`src/rtl/dual_ram_pass_scheduler.sv`:
```
// Pass sequencer for the two-RAM sum/difference datapath, with port-B arbitration
// against an external loader. Optional pass counter enabled by defining PASS_COUNT_EN.
module dual_ram_pass_scheduler #(
    parameter int ADDR_W = 9
) (
    input  logic              CLOCK_50_I,
    input  logic              resetn,
    input  logic              start_i,
    input  logic [ADDR_W-1:0] start_addr_i,
    input  logic [ADDR_W-1:0] end_addr_i,
    input  logic              ld_req_i,
    input  logic [ADDR_W-1:0] ld_addr_i,
    input  logic [1:0]        ld_wen_i,
    output logic              ld_gnt_o,
    output logic [ADDR_W-1:0] rd_addr_o,
    output logic [ADDR_W-1:0] wr_addr_o,
    output logic [1:0]        wen_b_o,
    output logic              wr_sel_o,
    output logic              busy_o,
    output logic              done_o
`ifdef PASS_COUNT_EN
    ,
    output logic [15:0]       pass_cnt_o
`endif
);

    typedef enum logic [1:0] {
        S_IDLE,
        S_READ_WRITE,
        S_LAST_WRITE,
        S_LOAD
    } state_t;

    state_t            state_q, state_d;
    logic [ADDR_W-1:0] rd_addr_q, rd_addr_d;
    logic [ADDR_W-1:0] wr_addr_q, wr_addr_d;
    logic [ADDR_W-1:0] end_q, end_d;
    logic [1:0]        wen_q, wen_d;
    logic              gnt_q, gnt_d;
    logic              done_q, done_d;
    logic              pending_q, pending_d;

    always_ff @(posedge CLOCK_50_I or negedge resetn) begin
        if (!resetn) begin
            state_q   <= S_IDLE;
            rd_addr_q <= '0;
            wr_addr_q <= '0;
            end_q     <= '0;
            wen_q     <= 2'b00;
            gnt_q     <= 1'b0;
            done_q    <= 1'b0;
            pending_q <= 1'b0;
        end else begin
            state_q   <= state_d;
            rd_addr_q <= rd_addr_d;
            wr_addr_q <= wr_addr_d;
            end_q     <= end_d;
            wen_q     <= wen_d;
            gnt_q     <= gnt_d;
            done_q    <= done_d;
            pending_q <= pending_d;
        end
    end

    // The write address trails the read address by one cycle to cover the RAM read latency.
    always_comb begin
        state_d   = state_q;
        rd_addr_d = rd_addr_q;
        wr_addr_d = wr_addr_q;
        end_d     = end_q;
        wen_d     = wen_q;
        gnt_d     = gnt_q;
        done_d    = 1'b0;
        pending_d = pending_q;
        case (state_q)
            S_IDLE: begin
                if (ld_req_i) begin
                    state_d = S_LOAD;
                    gnt_d   = 1'b1;
                    if (start_i) pending_d = 1'b1;
                end else if (start_i || pending_q) begin
                    end_d     = end_addr_i;
                    rd_addr_d = start_addr_i;
                    pending_d = 1'b0;
                    state_d   = S_READ_WRITE;
                end
            end
            S_READ_WRITE: begin
                rd_addr_d = rd_addr_q + ADDR_W'(1);
                wr_addr_d = rd_addr_q;
                wen_d     = 2'b11;
                if (rd_addr_q == end_q) state_d = S_LAST_WRITE;
            end
            S_LAST_WRITE: begin
                wen_d     = 2'b00;
                rd_addr_d = '0;
                wr_addr_d = '0;
                done_d    = 1'b1;
                state_d   = S_IDLE;
            end
            S_LOAD: begin
                if (start_i) pending_d = 1'b1;
                if (!ld_req_i) begin
                    gnt_d   = 1'b0;
                    state_d = S_IDLE;
                end
            end
            default: state_d = S_IDLE;
        endcase
    end

    // While the loader owns port B its address and enables pass straight through.
    assign wr_addr_o = (state_q == S_LOAD) ? ld_addr_i : wr_addr_q;
    assign wen_b_o   = (state_q == S_LOAD) ? ld_wen_i  : wen_q;
    assign wr_sel_o  = (state_q == S_LOAD);
    assign busy_o    = (state_q == S_READ_WRITE) || (state_q == S_LAST_WRITE);
    assign rd_addr_o = rd_addr_q;
    assign ld_gnt_o  = gnt_q;
    assign done_o    = done_q;

`ifdef PASS_COUNT_EN
    logic [15:0] pass_cnt_q;

    always_ff @(posedge CLOCK_50_I or negedge resetn) begin
        if (!resetn) begin
            pass_cnt_q <= 16'd0;
        end else if (done_q && (pass_cnt_q != 16'hFFFF)) begin
            pass_cnt_q <= pass_cnt_q + 16'd1;
        end
    end

    assign pass_cnt_o = pass_cnt_q;
`endif

endmodule

```
`config.mk`:
```
export PLATFORM = sky130hd
export DESIGN_NAME = dual_ram_pass_scheduler
export DESIGN_NICKNAME = d
export VERILOG_FILES = /design/src/rtl/dual_ram_pass_scheduler.sv
export SDC_FILE = /design/constraint.sdc
export NUM_CORES = 1
export LEC_CHECK = 0
export CAP_MARGIN = 20
export CORE_UTILIZATION = 42
export CTS_CLUSTER_SIZE = 12
export DETAILED_ROUTE_END_ITERATION = 10
export PLACE_DENSITY = 0.87
export SYNTH_ARGS = -nofsm -noshare
export SYNTH_HDL_FRONTEND = slang
export SYNTH_SLANG_ARGS = --single-unit
```
`constraint.sdc`:
```
create_clock -name CLOCK_50_I -period 1.95 [get_ports CLOCK_50_I]
set_input_delay 0.4875 -clock CLOCK_50_I [delete_from_list [all_inputs] [get_ports CLOCK_50_I]]
set_output_delay 0.4875 -clock CLOCK_50_I [all_outputs]
set_load 0.05 [all_outputs]
```
# ---- Yosys cells after proc, flatten, opt, wreduce, memory -nomap -nowiden
# Index checks and enable logic that the tools add are counted.
dict set report classes {
  mux 20
  bitwise_logic 1
  reduce_logical 11
  n_eq_ne 10
  add_sub_neg 1
}
# operator count
set op_table {}
lappend op_table {{9-bit two-way mux} 3}
lappend op_table {{9-bit one-hot mux with 3 select lines} 1}
lappend op_table {{9-bit one-hot mux with 2 select lines} 1}
lappend op_table {{3-bit AND reduction} 4}
lappend op_table {{2-bit two-way mux} 5}
lappend op_table {{2-bit != test (second input constant)} 5}
lappend op_table {{9-bit by 1-bit adder with 9-bit output (second input constant)} 1}
lappend op_table {{9-bit equality test} 1}
lappend op_table {{2-bit one-hot mux with 4 select lines} 1}
lappend op_table {{1-bit two-way mux} 6}
lappend op_table {{2-bit equality test (second input constant)} 2}
lappend op_table {{1-bit one-hot mux with 2 select lines} 2}
lappend op_table {{2-bit one-hot mux with 2 select lines} 1}
lappend op_table {{2-bit nonzero test} 2}
lappend op_table {{3-bit != test (second input constant)} 1}
lappend op_table {{3-bit nonzero test} 1}
lappend op_table {{2-bit by 1-bit equality test with 1-bit output (second input constant)} 1}
lappend op_table {{2-bit zero test} 1}
lappend op_table {{1-bit logical OR} 2}
lappend op_table {{2-bit AND reduction} 1}
lappend op_table {{1-bit inverter} 1}
dict set report totals {
  word_cells 51
  in_bits 33
  out_inout_bits 24
  register_bits 34
}

# ---- Logic depth before layout (Yosys ltp)
dict set report logic_depth {
  ltp_word 4
  ltp_mapped 8
  mapped_depth_nobuf 6
}

# ---- Worst setup path after synthesis
# Ideal clock, no wire load.
dict set report synth_timing {
  kind {register to output}
  from {register state_q[1]}
  to {output wr_addr_o[3]}
  n_path_buf 2
  required_time_ns 1.462
  setup_slack_ns -0.495
  stages_incl_launch_ff 5
  arrival_ns 1.957
  path_cell_list {dfrtp_1 ha_1 clkbuf_1 clkbuf_1 mux2_2}
}
dict set report synth_between {
  elab_chain_cells 2
}
# item line
set synth_rtl {}
lappend synth_rtl {{from (decl)} 34} ;# state_t state_q, state_d;
lappend synth_rtl {{from (signal assigned)} 54} ;# state_q <= state_d;
lappend synth_rtl {{2-bit equality test} n/a}
lappend synth_rtl {{net wr_sel_o} 18} ;# output logic wr_sel_o,
lappend synth_rtl {{9-bit two-way mux} 113} ;# assign wr_addr_o = (state_q == S_LOAD) ? ld_addr_i : wr_addr_q;
lappend synth_rtl {{to (decl)} 16} ;# output logic [ADDR_W-1:0] wr_addr_o,
# The timed path passes the listed nets, and every way through them passes these cells.

# ---- Final worst setup path
dict set report layout_timing {
  from {register state_q[1]}
  to {output wr_addr_o[5]}
}
dict set report layout_between {
  elab_chain_cells 2
}
# item line
set layout_rtl {}
lappend layout_rtl {{2-bit equality test} 113}
lappend layout_rtl {{9-bit two-way mux} 113}
# Every way passes these cells.

==> impl_metrics.py <==
metrics = {
    "job": {
        "max_cap_viol_count": 0,
    },
    "placed_design": {
        "placement.io_buffers": 56,
        "gp_congestion": 0.852,
        "place_hpwl_um": 3520,
        "placedCellCount": 280,
        "placed_area_um2": 2650,
    },
    "finish": {
        "num_antenna_cells": 0,
        "layoutNonFillerInstCount": 295,
        "design_area_um2": 2830,
        "finish.net_count": 283,
        "layout_common_cells": "clkdlybuf4s50_1, dfrtp_1, buf_4, mux2_2, buf_12",
        "postLayoutCoreUtil": 0.694,
        "layout-drive-gt1-share": 0.351,
        "layout.cells.most_common": "clkdlybuf4s50_1",
        "syn_to_final_growth_pct": 55.2,
    },
    "yosys": {
        "ys_ff_latch": 33,
        "yosysTopAreaCell": "dfrtp_1",
        "post_synth_instance_area_um2": 1830,
        "ys_seq_area_frac": 0.452,
        "synth_warnings": 0,
        "synth.top_cells.by_area": "dfrtp_1, mux2_2, a22o_1",
        "netlist-cell-type-count": 40,
        "net_count_after_synthesis": 207,
        "post-synth-top-area-fraction": 0.452,
        "syn-mean-instance-area_um2": 10.8,
        "post_syn_instances": 169,
    },
    "die": {
        "die_h_um": 67.9,
        "dieArea_um2": 4610,
        "fp.coreArea_um2": 4090,
        "starting_density_of_the_core": 0.447,
        "die_w_um": 67.9,
        "floorplan.io_pins": 57,
        "placement_rows": 23,
    },
    "timing": {
        "rsz_0062_raised_after_global_routing": "true",
        "finalSetupViolCount": 9,
        "timing.clock.skew_ns": 0.00336,
        "finalMaxSlewViolations": 0,
        "worst_pin_slew_ns": 0.412,
        "layout_worst_path_cycle_share": 1.02,
        "hold_ws_ns": 0.488,
        "fin_setup_tns_ns": -0.173,
        "timing_hold_violations_final": 0,
        "finalCriticalPeriod_ns": 1.98,
        "post-route-worst-setup-slack_ns": -0.0329,
        "worst_slew_margin_rel": 0.726,
        "timing.fmax_mhz": 504,
    },
    "critical_path": {
        "timing_worst_setup_path_type": "reg2out",
        "critical_path_arrival_ns": 1.50,
        "worst_setup_ep_type": "output port",
        "setup.worst_path.start_class": "register",
        "path_max_fanout": 6,
        "critPathRequiredTime_ns": 1.46,
    },
    "power": {
        "power.share.combinational": 0.687,
        "cellPowerDensity_nw_per_um2": 2040,
        "static-leakage-power_uw": 0.00122,
        "p_sw_uw": 2660,
        "irDropWorstVdd_uv": 852,
        "p_int_uw": 3130,
        "clock_power_share": 0.088,
        "netSwitchingFraction": 0.459,
        "seq_power_share": 0.225,
    },
    "route": {
        "wirelength_um": 4800,
        "remaining_drc_errors": 0,
        "first_iter_violations": 63,
        "drt_pre_antenna_iters": 4,
        "detailroute.via_count": 1653,
        "antenna_violating_nets_post_route": 0,
        "wire_per_inst_um": 16.3,
        "detail_route.vias_per_cell": 5.60,
    },
    "clock_network": {
        "clkSinkCount": 33,
        "cts_made_buffers": 5,
        "clk_path_buf_depth": 2,
        "clk_transition_reported_paths_ns": 0.06,
        "cts_tree": "built",
        "cts.root.buffer_cell": "clkbuf_8",
        "clk-insertion-delay-late_ns": 0.28,
        "cts_max_level": 2,
    },
    "grt": {
        "grt_util_all_layers": 0.224,
        "grt_overflow": 0,
        "global_route.usage.met1": 0.265,
        "grt_first_pass_wirelength_um": 7500,
        "busiest_layer": "met2",
        "antenna_found_initial": 0,
        "grt_start_max_net_pins": 34,
        "globalRouteMet2Util": 0.386,
        "grt.met3_usage": 0.0567,
        "vias_in_the_first_global_route": 1583,
    },
    "run_status": {
        "run_status": "complete, but fails checks",
        "failed_checks": "setup timing",
    },
    "worst_hold_path": {
        "hold_path.class": "reg2reg",
    },
}
-- repair_timing --
| action | in CTS | in global routing |
|---|---|---|
| buffers inserted | 6 | 2 |
| hold buffers | 0 | 0 |
| gates cloned | 0 | 0 |
| pin swaps | 1 | 1 |
| endpoints found under the setup margin | 14 | 22 |
| gates resized for setup | 4 | 7 |
-- cell usage after synthesis (all sizes together) --
| master | count |
|---|---|
| nor4b | 2 |
| o22ai | 1 |
| a22o | 15 |
| a311oi | 2 |
| and3 | 1 |
| nor3 | 3 |
| a21o | 1 |
| nand3b | 1 |
| a221o | 2 |
| clkbuf | 4 |
| mux2 | 19 |
| ha | 5 |
| nor2b | 1 |
| nand3 | 7 |
| nand2 | 15 |
| buf | 3 |
| or4 | 1 |
| nand2b | 2 |
| or4b | 1 |
| nor2 | 12 |
| o211ai | 4 |
| a21oi | 8 |
| inv | 3 |
| a41oi | 1 |
| o21ai | 5 |
| xnor2 | 9 |
| dfrtp | 33 |
| nor4bb | 1 |
| a31oi | 1 |
| o211a | 1 |
| a41o | 2 |
| or2 | 1 |
| nor4 | 1 |
| nand4 | 1 |
-- path summary, 6_finish.rpt --
| kind | start | to | cells after the start | slack (ns) |
|---|---|---|---|---|
| min | wen_q[0]$_DFFE_PN0P_ | wen_q[0]$_DFFE_PN0P_ | 1 | 0.49 |
| max in group asynchronous | resetn | state_q[1]$_DFFE_PN0P_ | 2 | 1.02 |
| max reg2reg | state_q[0]$_DFFE_PN0P_ | rd_addr_o[3]$_DFFE_PN0P_ | 6 | 0.08 |
| min reg2reg | wen_q[0]$_DFFE_PN0P_ | wen_q[0]$_DFFE_PN0P_ | 1 | 0.49 |
| min in group asynchronous | resetn | done_o$_DFF_PN0_ | 2 | 0.60 |
| max | state_q[1]$_DFFE_PN0P_ | wr_addr_o[5] | 4 | -0.03 |
-- worst max-delay path: stages (launching register included) --
cell and delay [ns]:
dfrtp_2 0.43, ha_4 0.18, buf_6 0.13, mux2_4 0.31, buf_12 0.15
-- routing by layer --
| layer | vias to the layer above | routed length (um) |
|---|---|---|
| met5 | - | 0 |
| met4 | 0 | 82 |
| met3 | 11 | 353 |
| met2 | 74 | 2420 |
| met1 | 783 | 1940 |
| li1 | 785 | - |
-- power groups by stage --
| stage | Combinational [uW] | Sequential, uW | Clock, uW |
|---|---|---|---|
| 2_1_floorplan | 2160 | 1560 | 0 |
| 3_3_place_gp | 3680 | 1300 | 0 |
| 3_5_place_dp | 3790 | 1320 | 0 |
| 4_1_cts | 3910 | 1300 | 522 |
| 5_1_grt | 4230 | 1350 | 548 |
| 6_report | 3980 | 1310 | 509 |
-- flip-flops by register name, indices dropped and copies added, names as in the netlist --
register	count
done_o	1
end_q	9
ld_gnt_o	1
pending_q	1
rd_addr_o	9
state_q	2
wen_q	1
wr_addr_q	9
-- cell type report --
class | instances | area [um2]
Sequential cell | 33 | 828
Inverter | 3 | 11.3
Timing Repair Buffer | 76 | 842
Multi-Input combinational cell | 126 | 1000
Tap cell | 50 | 62.6
Clock buffer | 7 | 86.3
Fill cell | 317 | 1250
-- logic make-up (layout without fill, tap and decap cells) --
kind of cell / count (synthesis) / count (layout) / share of synthesized area
AND/OR/NAND/NOR: 50 / 50 / 0.139
AO/OA/AOI/OAI: 43 / 43 / 0.185
flip-flops: 33 / 33 / 0.452
multiplexers: 19 / 19 / 0.117
buffers and inverters: 10 / 86 / 0.0288
XOR/XNOR: 9 / 9 / 0.0432
adder cells (fa/ha/maj): 5 / 5 / 0.0343
-- stage by stage --
| step | worst slack (ns) | power [uW] |
|---|---|---|
| after floorplan | -0.0577 | 3720 |
| after global placement | -0.0678 | 4980 |
| after detailed placement | -0.153 | 5120 |
| after CTS | -0.0312 | 5740 |
| after global routing | -0.0664 | 6130 |
| final | -0.0329 | 5790 |
No activity file was read; power rests on OpenSTA's default activity.
==> patch: new RTL, same settings <==
Change the parameter `ADDR_W` from 9 to 10.
--- a/src/rtl/dual_ram_pass_scheduler.sv
+++ b/src/rtl/dual_ram_pass_scheduler.sv
@@ -1,7 +1,7 @@
 // Pass sequencer for the two-RAM sum/difference datapath, with port-B arbitration
 // against an external loader. Optional pass counter enabled by defining PASS_COUNT_EN.
 module dual_ram_pass_scheduler #(
-    parameter int ADDR_W = 9
+    parameter int ADDR_W = 10
 ) (
     input  logic              CLOCK_50_I,
     input  logic              resetn,
Interface: changed (5 resized); port bits go from 57 to 62. No check against the original RTL was run, so the function may have changed too.
==> patch against the original RTL <==
The flow still finishes with violations (negative setup slack). Hold slack lost 0.00089 ns. Wire length grew 18%. Synthesized area grew 14%. Power grew 12%. Sequential power grew 15%. Clock skew grew 0.0095 ns. First-iteration DRC count grew 110%. Worst setup slack lost 0.059 ns. Die area grew 13%. Sequential share of layout area shrank 0.14 points. Synthesized cell count grew 17%. Sequential cell count grew 3. Design area grew 9.6%. Critical endpoint is now wr_addr_o[4]. Largest power group unchanged.
==> patch: results (changes against the original RTL) <==
Pwr
  – Static leakage: 1.33 nW (was 1.22 nW)

Yosys
  – Multiplexer share of the synthesized area: 11.3% (was 11.7%)
  – Commonest cells in the netlist: dfrtp_1 (36), nand2_1 (22), mux2_2 (20), a22o_1 (13), xnor2_1 (10) (was dfrtp_1 (33), mux2_2 (19), nand2_1 (15), a22o_1 (14), nor2_1 (11))
  – Synth area leaders: dfrtp_1 (43%), mux2_2 (11%), a22o_1 (5.5%) (was dfrtp_1 (45%), mux2_2 (12%), a22o_1 (6.7%))
  – Compound-cell area share of the yosys netlist: 18.9% (was 18.5%)
  – Synth unique cells: 41 (was 40)
  – Synthesized instance count: 198 (was 169)

Global routing
  – Largest net degree at the start of global routing: 37 (was 34)
  – First-pass GRT wire length: 9240 µm (was 7500 µm)
  – Met1 Use GR: 27.0% (was 26.5%)

Cells and area
  – ClkCell Share: 2.90% (was 3.05%)
  – Final Non-Filler Cells: 338 (was 295)
  – Total Nets Final: 311 (was 283)
  – Non-clock buffers: 79 (was 76)

Clock network
  – Worst-path clk slew: 0.08 ns (was 0.06 ns)
  – Clock sink count: 36 (was 33)

Run status
  – Status: complete, but fails checks (unchanged)
  – Violated checks: negative setup slack (unchanged)

Timing
  – Max-slew headroom: 66.5% (was 72.6%)
  – Final WS setup: -0.0916 ns (was -0.0329 ns)
  – Setup Viol. Count Final: 12 (was 9)
  – Final Skew: 0.0129 ns (was 0.00336 ns)

Drt
  – DR vias/cell: 5.77 (was 5.60)
  – Iteration-0 DRC Markers: 135 (was 63)

Worst setup path
  – Arrival time at the worst endpoint: 1.55 ns (was 1.50 ns)
  – R2R setup slack: 0.05 ns (was 0.08 ns)
  – Crit Path Max Fanout: 5 (was 6)

Placed design
  – DP Area: 2890 µm² (was 2650 µm²)
  – Port Buffers: 61 (was 56)
  – RePlAce Congestion: 0.870 (was 0.852)
  – Post-DP HPWL: 3760 µm (was 3520 µm)

Worst hold path
  – Critical hold path startpoint: wr_addr_q[4] (was wen_q[0])
  – Hold Path End: wr_addr_q[4] (was wen_q[0])
-- patch: changes by cell type in the layout (fill, tap and decap cells not counted), sizes merged, moves of 3 or more --
cell / unedited run / this run
a21oi: 8 / 5
a221oi: 0 / 3
and2: 0 / 4
clkdlybuf4s50: 32 / 36
dfrtp: 33 / 36
inv: 3 / 7
nand2: 15 / 22
nand3: 7 / 4
o211ai: 4 / 0
o21ai: 5 / 9
o2bb2ai: 0 / 8
o32ai: 0 / 3
-- patch: where the power goes --
group          leakage (nW)  internal, W  switching [W]
Sequential            0.442      0.00110       0.000400
Combinational         0.846      0.00210        0.00235
Clock                0.0455     0.000288       0.000262
Total                  1.33      0.00348        0.00301
-- patch: worst max-delay path by stage --
stage / start / endpoint / depth (start not counted)
2_1_floorplan: state_q[1] / wr_addr_o[4] / 4
3_3_place_gp: ld_req_i / state_q[1] / 6
3_5_place_dp: ld_req_i / state_q[1] / 6
4_1_cts: state_q[1] / wr_addr_o[8] / 4
5_1_grt: state_q[1] / wr_addr_o[4] / 4
6_report: state_q[1] / wr_addr_o[4] / 4
-- patch: stage by stage --
| stage | util, % | hold WS [ns] |
|---|---|---|
| 3_5_place_dp | 61.1 | 0.475 |
| 3_3_place_gp | 61.1 | 0.470 |
| 6_report | 65.7 | 0.488 |
| 5_1_grt | 65.7 | 0.508 |
| 4_1_cts | 65.6 | 0.500 |
| 2_1_floorplan | - | 0.192 |
-- patch: repair_timing --
| action | 4_1_cts | 5_1_grt |
|---|---|---|
| cloned | 1 | 0 |
| pin swaps | 1 | 0 |
| hold buffers | 0 | 0 |
| setup endpoints to repair | 17 | 19 |
| resized for setup | 15 | 5 |
| buffers inserted | 7 | 0 |
